<file path="src/rtl/mult_cpa_pipe_if.sv">
// Handshake bundle between the carry-save multiplier output and the final adder pipeline.
// master drives operands and out_ready; slave is the adder pipeline.
interface mult_cpa_pipe_if #(
    parameter int WIDTH = 16
);
    localparam int DW = 2 * WIDTH;

    logic          in_valid;
    logic          in_ready;
    logic [DW-1:0] in_sum;
    logic [DW-1:0] in_carry;
    logic          out_valid;
    logic          out_ready;
    logic [DW-1:0] out_product;

    modport master (
        output in_valid, in_sum, in_carry, out_ready,
        input  in_ready, out_valid, out_product
    );

    modport slave (
        input  in_valid, in_sum, in_carry, out_ready,
        output in_ready, out_valid, out_product
    );
endinterface

</file>
<file path="src/rtl/mult_cpa_pipe.sv">
// Pipelined carry-propagate adder that resolves a carry-save sum/carry pair into a binary
// product, adding one CHUNK-bit slice per stage and stalling the whole pipe on backpressure.
module mult_cpa_pipe #(
    parameter int WIDTH = 16,
    parameter int CHUNK = 8
) (
    input  logic            clk,
    input  logic            reset_n,
    mult_cpa_pipe_if.slave  bus
);
    localparam int DW      = 2 * WIDTH;
    localparam int NSTAGES = DW / CHUNK;
    localparam logic [DW-1:0] SLICE_MASK = DW'({CHUNK{1'b1}});

    // Stage registers; index k is the register at the end of stage k.
    logic          valid_reg [NSTAGES];
    logic [DW-1:0] sum_reg   [NSTAGES];
    logic [DW-1:0] carry_reg [NSTAGES];
    logic [DW-1:0] res_reg   [NSTAGES];
    logic          cout_reg  [NSTAGES];

    // Combinational view of what each stage sees from its predecessor.
    logic          src_valid [NSTAGES];
    logic [DW-1:0] src_sum   [NSTAGES];
    logic [DW-1:0] src_carry [NSTAGES];
    logic [DW-1:0] src_res   [NSTAGES];
    logic          src_cin   [NSTAGES];
    logic [CHUNK:0] add_w    [NSTAGES];
    logic [DW-1:0] res_next  [NSTAGES];

    logic stall;

    assign stall           = valid_reg[NSTAGES-1] & ~bus.out_ready;
    assign bus.in_ready    = ~stall;
    assign bus.out_valid   = valid_reg[NSTAGES-1];
    assign bus.out_product = res_reg[NSTAGES-1];

    generate
        for (genvar gi = 0; gi < NSTAGES; gi++) begin : g_stage
            localparam int LO = gi * CHUNK;

            if (gi == 0) begin : g_head
                assign src_valid[gi] = bus.in_valid;
                assign src_sum[gi]   = bus.in_sum;
                assign src_carry[gi] = bus.in_carry;
                assign src_res[gi]   = '0;
                assign src_cin[gi]   = 1'b0;
            end else begin : g_body
                assign src_valid[gi] = valid_reg[gi-1];
                assign src_sum[gi]   = sum_reg[gi-1];
                assign src_carry[gi] = carry_reg[gi-1];
                assign src_res[gi]   = res_reg[gi-1];
                assign src_cin[gi]   = cout_reg[gi-1];
            end

            // The top stage's carry-out lands in cout_reg but is never consumed (mod 2^DW).
            assign add_w[gi] = {1'b0, src_sum[gi][LO +: CHUNK]}
                             + {1'b0, src_carry[gi][LO +: CHUNK]}
                             + (CHUNK + 1)'(src_cin[gi]);

            assign res_next[gi] = (src_res[gi] & ~(SLICE_MASK << LO))
                                | (DW'(add_w[gi][CHUNK-1:0]) << LO);
        end
    endgenerate

    always_ff @(posedge clk or negedge reset_n) begin
        if (!reset_n) begin
            for (int k = 0; k < NSTAGES; k++) begin
                valid_reg[k] <= 1'b0;
                sum_reg[k]   <= '0;
                carry_reg[k] <= '0;
                res_reg[k]   <= '0;
                cout_reg[k]  <= 1'b0;
            end
        end else if (!stall) begin
            for (int k = 0; k < NSTAGES; k++) begin
                valid_reg[k] <= src_valid[k];
                sum_reg[k]   <= src_sum[k];
                carry_reg[k] <= src_carry[k];
                res_reg[k]   <= res_next[k];
                cout_reg[k]  <= add_w[k][CHUNK];
            end
        end
    end
endmodule

</file>
<file path="src/flat_wrapper.sv">
// flat-port wrapper written by rule: the top's interface ports become plain ports
module mult_cpa_pipe_flat 
#(
    parameter int WIDTH = 16,
    parameter int CHUNK = 8
)
  (clk, reset_n, bus_in_valid, bus_in_sum, bus_in_carry, bus_out_ready, bus_in_ready, bus_out_valid, bus_out_product);
  mult_cpa_pipe_if #(.WIDTH(WIDTH)) bus_i ();
  input  logic clk;
  input  logic reset_n;
  input wire logic [$bits(bus_i.in_valid)-1:0] bus_in_valid;
  input wire logic [$bits(bus_i.in_sum)-1:0] bus_in_sum;
  input wire logic [$bits(bus_i.in_carry)-1:0] bus_in_carry;
  input wire logic [$bits(bus_i.out_ready)-1:0] bus_out_ready;
  output wire logic [$bits(bus_i.in_ready)-1:0] bus_in_ready;
  output wire logic [$bits(bus_i.out_valid)-1:0] bus_out_valid;
  output wire logic [$bits(bus_i.out_product)-1:0] bus_out_product;
  assign bus_i.in_valid = bus_in_valid;
  assign bus_i.in_sum = bus_in_sum;
  assign bus_i.in_carry = bus_in_carry;
  assign bus_i.out_ready = bus_out_ready;
  assign bus_in_ready = bus_i.in_ready;
  assign bus_out_valid = bus_i.out_valid;
  assign bus_out_product = bus_i.out_product;
  mult_cpa_pipe #(.WIDTH(WIDTH), .CHUNK(CHUNK)) u_core (.clk(clk), .reset_n(reset_n), .bus(bus_i));
endmodule
</file>
<file path="config.mk">
export PLATFORM = sky130hd
export DESIGN_NAME = mult_cpa_pipe_flat
export DESIGN_NICKNAME = d
export VERILOG_FILES = /design/src/rtl/mult_cpa_pipe_if.sv /design/src/rtl/mult_cpa_pipe.sv /design/src/flat_wrapper.sv
export SDC_FILE = /design/constraint.sdc
export NUM_CORES = 1
export LEC_CHECK = 0
export BUFFER_PORTS_ARGS = -buffer_cell sky130_fd_sc_hd__buf_2
export CORE_ASPECT_RATIO = 1.1
export CORE_MARGIN = 1
export CORE_UTILIZATION = 58
export DETAILED_ROUTE_END_ITERATION = 16
export PLACE_DENSITY_LB_ADDON = 0.12
export SYNTH_ARGS = -nofsm -noshare
export SYNTH_HDL_FRONTEND = slang
export SYNTH_SLANG_ARGS = --single-unit
</file>
<file path="constraint.sdc">
create_clock -name clk -period 2.85 [get_ports clk]
set_clock_uncertainty 0.1 [all_clocks]
set_input_delay 0.57 -clock clk [delete_from_list [all_inputs] [get_ports clk]]
set_output_delay 0.57 -clock clk [all_outputs]
set_load 0.01 [all_outputs]
</file>
==> results.json <==
{
  "dp_hpwl_mm": 9.33,
  "clk_path_buf_depth": 2,
  "area_growth_pct": 15.8,
  "fp.dieH_um": 125,
  "grt_usage": 0.222,
  "start_kind": "flip-flop",
  "setup_viol": 0,
  "cp_cell_sequence": "fa_1, fa_1, a21oi_1, o211ai_1, a21oi_1, xor2_1, o21ai_0",
  "row_count": 44,
  "wl_per_cell_um": 12.4,
  "grt_max_degree": 117,
  "cts.clk_slew.worst_paths_ps": 70,
  "power_density_nw_per_um2": 1110,
  "ys_ff_latch": 183,
  "status": "complete, no violations",
  "leakage_nw": 4.92,
  "max_slew_margin": 0.538,
  "rsz0062_at_grt": "no",
  "synth_area_um2": 8000,
  "synth_top_area_frac": 0.572,
  "synth.area.top_cells": "dfrtp_1 57%, nand2_1 23%, ha_1 4.4%",
  "cts_resized": 0,
  "met3_usage": 0.0451,
  "cts_hold_buf": 0,
  "fin_crit_sh": 0.865,
  "tns_ps": 0,
  "worstRegToRegCells": 7,
  "insertedDiodeCount": 0,
  "hold_viol": 0,
  "worst-slew-pin-transition_ps": 694,
  "fmax_ghz": 0.406,
  "ir_drop_mv": 0.830,
  "cap_violations": 0,
  "yosys_warnings": 0,
  "critPathArrivalTime_ps": 2640,
  "ys_top_cells_by_count": "483 x nand2_1, 183 x dfrtp_1, 37 x o21ai_0",
  "clk_latency_ps": 420,
  "cts-root-buf": "clkbuf_16",
  "cts_htree_levels": 4,
  "cpLargestDelayFamily": "adder cells",
  "ys_seq_area_frac": 0.572,
  "synth_most_common_cell": "nand2_1",
  "post_cts_buffers": 0,
  "crit_path_end_kind": "flip-flop",
  "dieWidth_um": 114,
  "path_buf_inv": 0,
  "initial_core_util": 0.601,
  "nets": 1083,
  "cts_sinks": 183,
  "rrSetupSlack_ps": 380,
  "synth_cell_type_count": 34,
  "cp.required_ps": 3020,
  "cp_max_fo": 3,
  "via_count": 5906,
  "met2_usage": 0.360,
  "holdWs_ps": 49.9,
  "grt_pass1_wl_mm": 24.9,
  "cts_made_buffers": 17,
  "grt_overflow": 0,
  "grt_pass1_vias": 5561,
  "hp-class": "in -> async",
  "core_area_um2": 13300,
  "portBuffers": 101,
  "period_needed_ps": 2470,
  "drive_above_1_share": 0.149,
  "place_congestion": 0.831,
  "drt_wl_total_mm": 14.5,
  "synth.avg_cell_area_um2": 8.96,
  "firstDrtPassIters": 4,
  "die_area_um2": 14300,
  "drv_slew": 0,
  "critPathKind": "reg -> reg",
  "syn-num-nets": 996,
  "reg2reg_from": "u_core.src_sum[48]",
  "synth_edf_count": 0,
  "cts_tree": "yes",
  "timing.rr.end": "u_core.res_reg[54]",
  "antenna_violating_nets_post_route": 0,
  "slowest_stage": "fa_1",
  "grt_antenna_before_repair": 0,
  "dp.cells": 1145,
  "synth_ff_type": "dfrtp_1",
  "drtIter0Drc": 334,
  "slowest_delay_ps": 500,
  "use_met1": 0.298,
  "fin_cells": 1177,
  "synth_cells": 893,
  "ios": 102,
  "yosysTopAreaCell": "dfrtp_1",
  "drc": 0,
  "viasPerCell": 5.02,
  "grt-busiest-layer": "met2",
  "ys_async_sr_fraction": 1.00
}
[power breakdown]
| part | switching [mW] | leakage (nW) | internal (mW) |
|---|---|---|---|
| Sequential | 0.597 | 2.21 | 3.72 |
| Clock | 0.964 | 0.298 | 1.45 |
| Combinational | 2.12 | 2.41 | 1.47 |
| Total | 3.68 | 4.92 | 6.64 |
[metal layers]
metal	up-vias	share of wire
met1	2793	0.48
met2	90	0.48
met4	0	0.015
met5	-	0
met3	17	0.024
li1	3006	-
[how the worst max path moves through the flow]
| stage | cells after the start | slack (ps) | start | end |
|---|---|---|---|---|
| after floorplan | 7 | 630 | u_core.src_sum[48] | u_core.res_reg[54] |
| after global placement | 8 | 510 | bus_in_carry[0] | u_core.res_reg[102] |
| after detailed placement | 7 | 400 | u_core.src_sum[48] | u_core.res_reg[54] |
| after CTS | 7 | 390 | u_core.src_sum[48] | u_core.res_reg[54] |
| after global routing | 7 | 280 | u_core.src_sum[48] | u_core.res_reg[54] |
| final | 7 | 380 | u_core.src_sum[48] | u_core.res_reg[54] |
[worst register-to-register path: stages (launching register included)]
cell	delay (ps)
dfrtp_1	410
fa_1	500
fa_1	420
a21oi_1	270
o211ai_1	140
a21oi_1	220
xor2_1	170
o21ai_0	80
[layout by cell type (no fill, tap or decap), types with 5 or more instances in the layout]
master | Yosys | layout
a211oi_1 | 5 | 5
a21o_1 | 5 | 5
a21oi_1 | 19 | 19
a31oi_1 | 5 | 5
buf_2 | 20 | 100
clkbuf_16 | 0 | 17
dfrtp_1 | 183 | 183
fa_1 | 7 | 7
ha_1 | 28 | 28
inv_1 | 10 | 10
nand2_1 | 483 | 483
nor2_1 | 15 | 15
nor3_1 | 10 | 10
o21ai_0 | 37 | 37
xnor2_1 | 7 | 7
xor2_1 | 11 | 11
[stage by stage]
stage	setup slack [ps]	cell area, um2	power, mW	utilization
final	385	9270	10.3	0.696
after global routing	281	9270	11.2	0.696
after CTS	392	9270	10.4	0.696
after detailed placement	404	8650	7.98	0.649
after global placement	511	8650	7.83	0.649
after floorplan	635	8000	7.01	-
[final cells by class]
type | count | area (um2)
flip-flops and latches | 183 | 4580
clock buffers | 20 | 467
repair buffers | 108 | 617
multi-input cells | 659 | 3180
clock inverters | 12 | 150
well taps | 184 | 230
fillers | 1145 | 4060
inverters | 11 | 46.3
[kinds of logic (layout without fill, tap and decap cells)]
| kind of cell | count (synthesis) | count (layout) | share of synthesized area |
|---|---|---|---|
| adder cells (fa/ha/maj) | 35 | 35 | 0.0613 |
| XOR/XNOR | 18 | 18 | 0.0197 |
| AND/OR/NAND/NOR | 518 | 518 | 0.248 |
| flip-flops | 183 | 183 | 0.572 |
| AO/OA/AOI/OAI | 88 | 88 | 0.0669 |
| buffers and inverters | 51 | 151 | 0.0317 |
No activity file was read; power rests on OpenSTA's default activity.
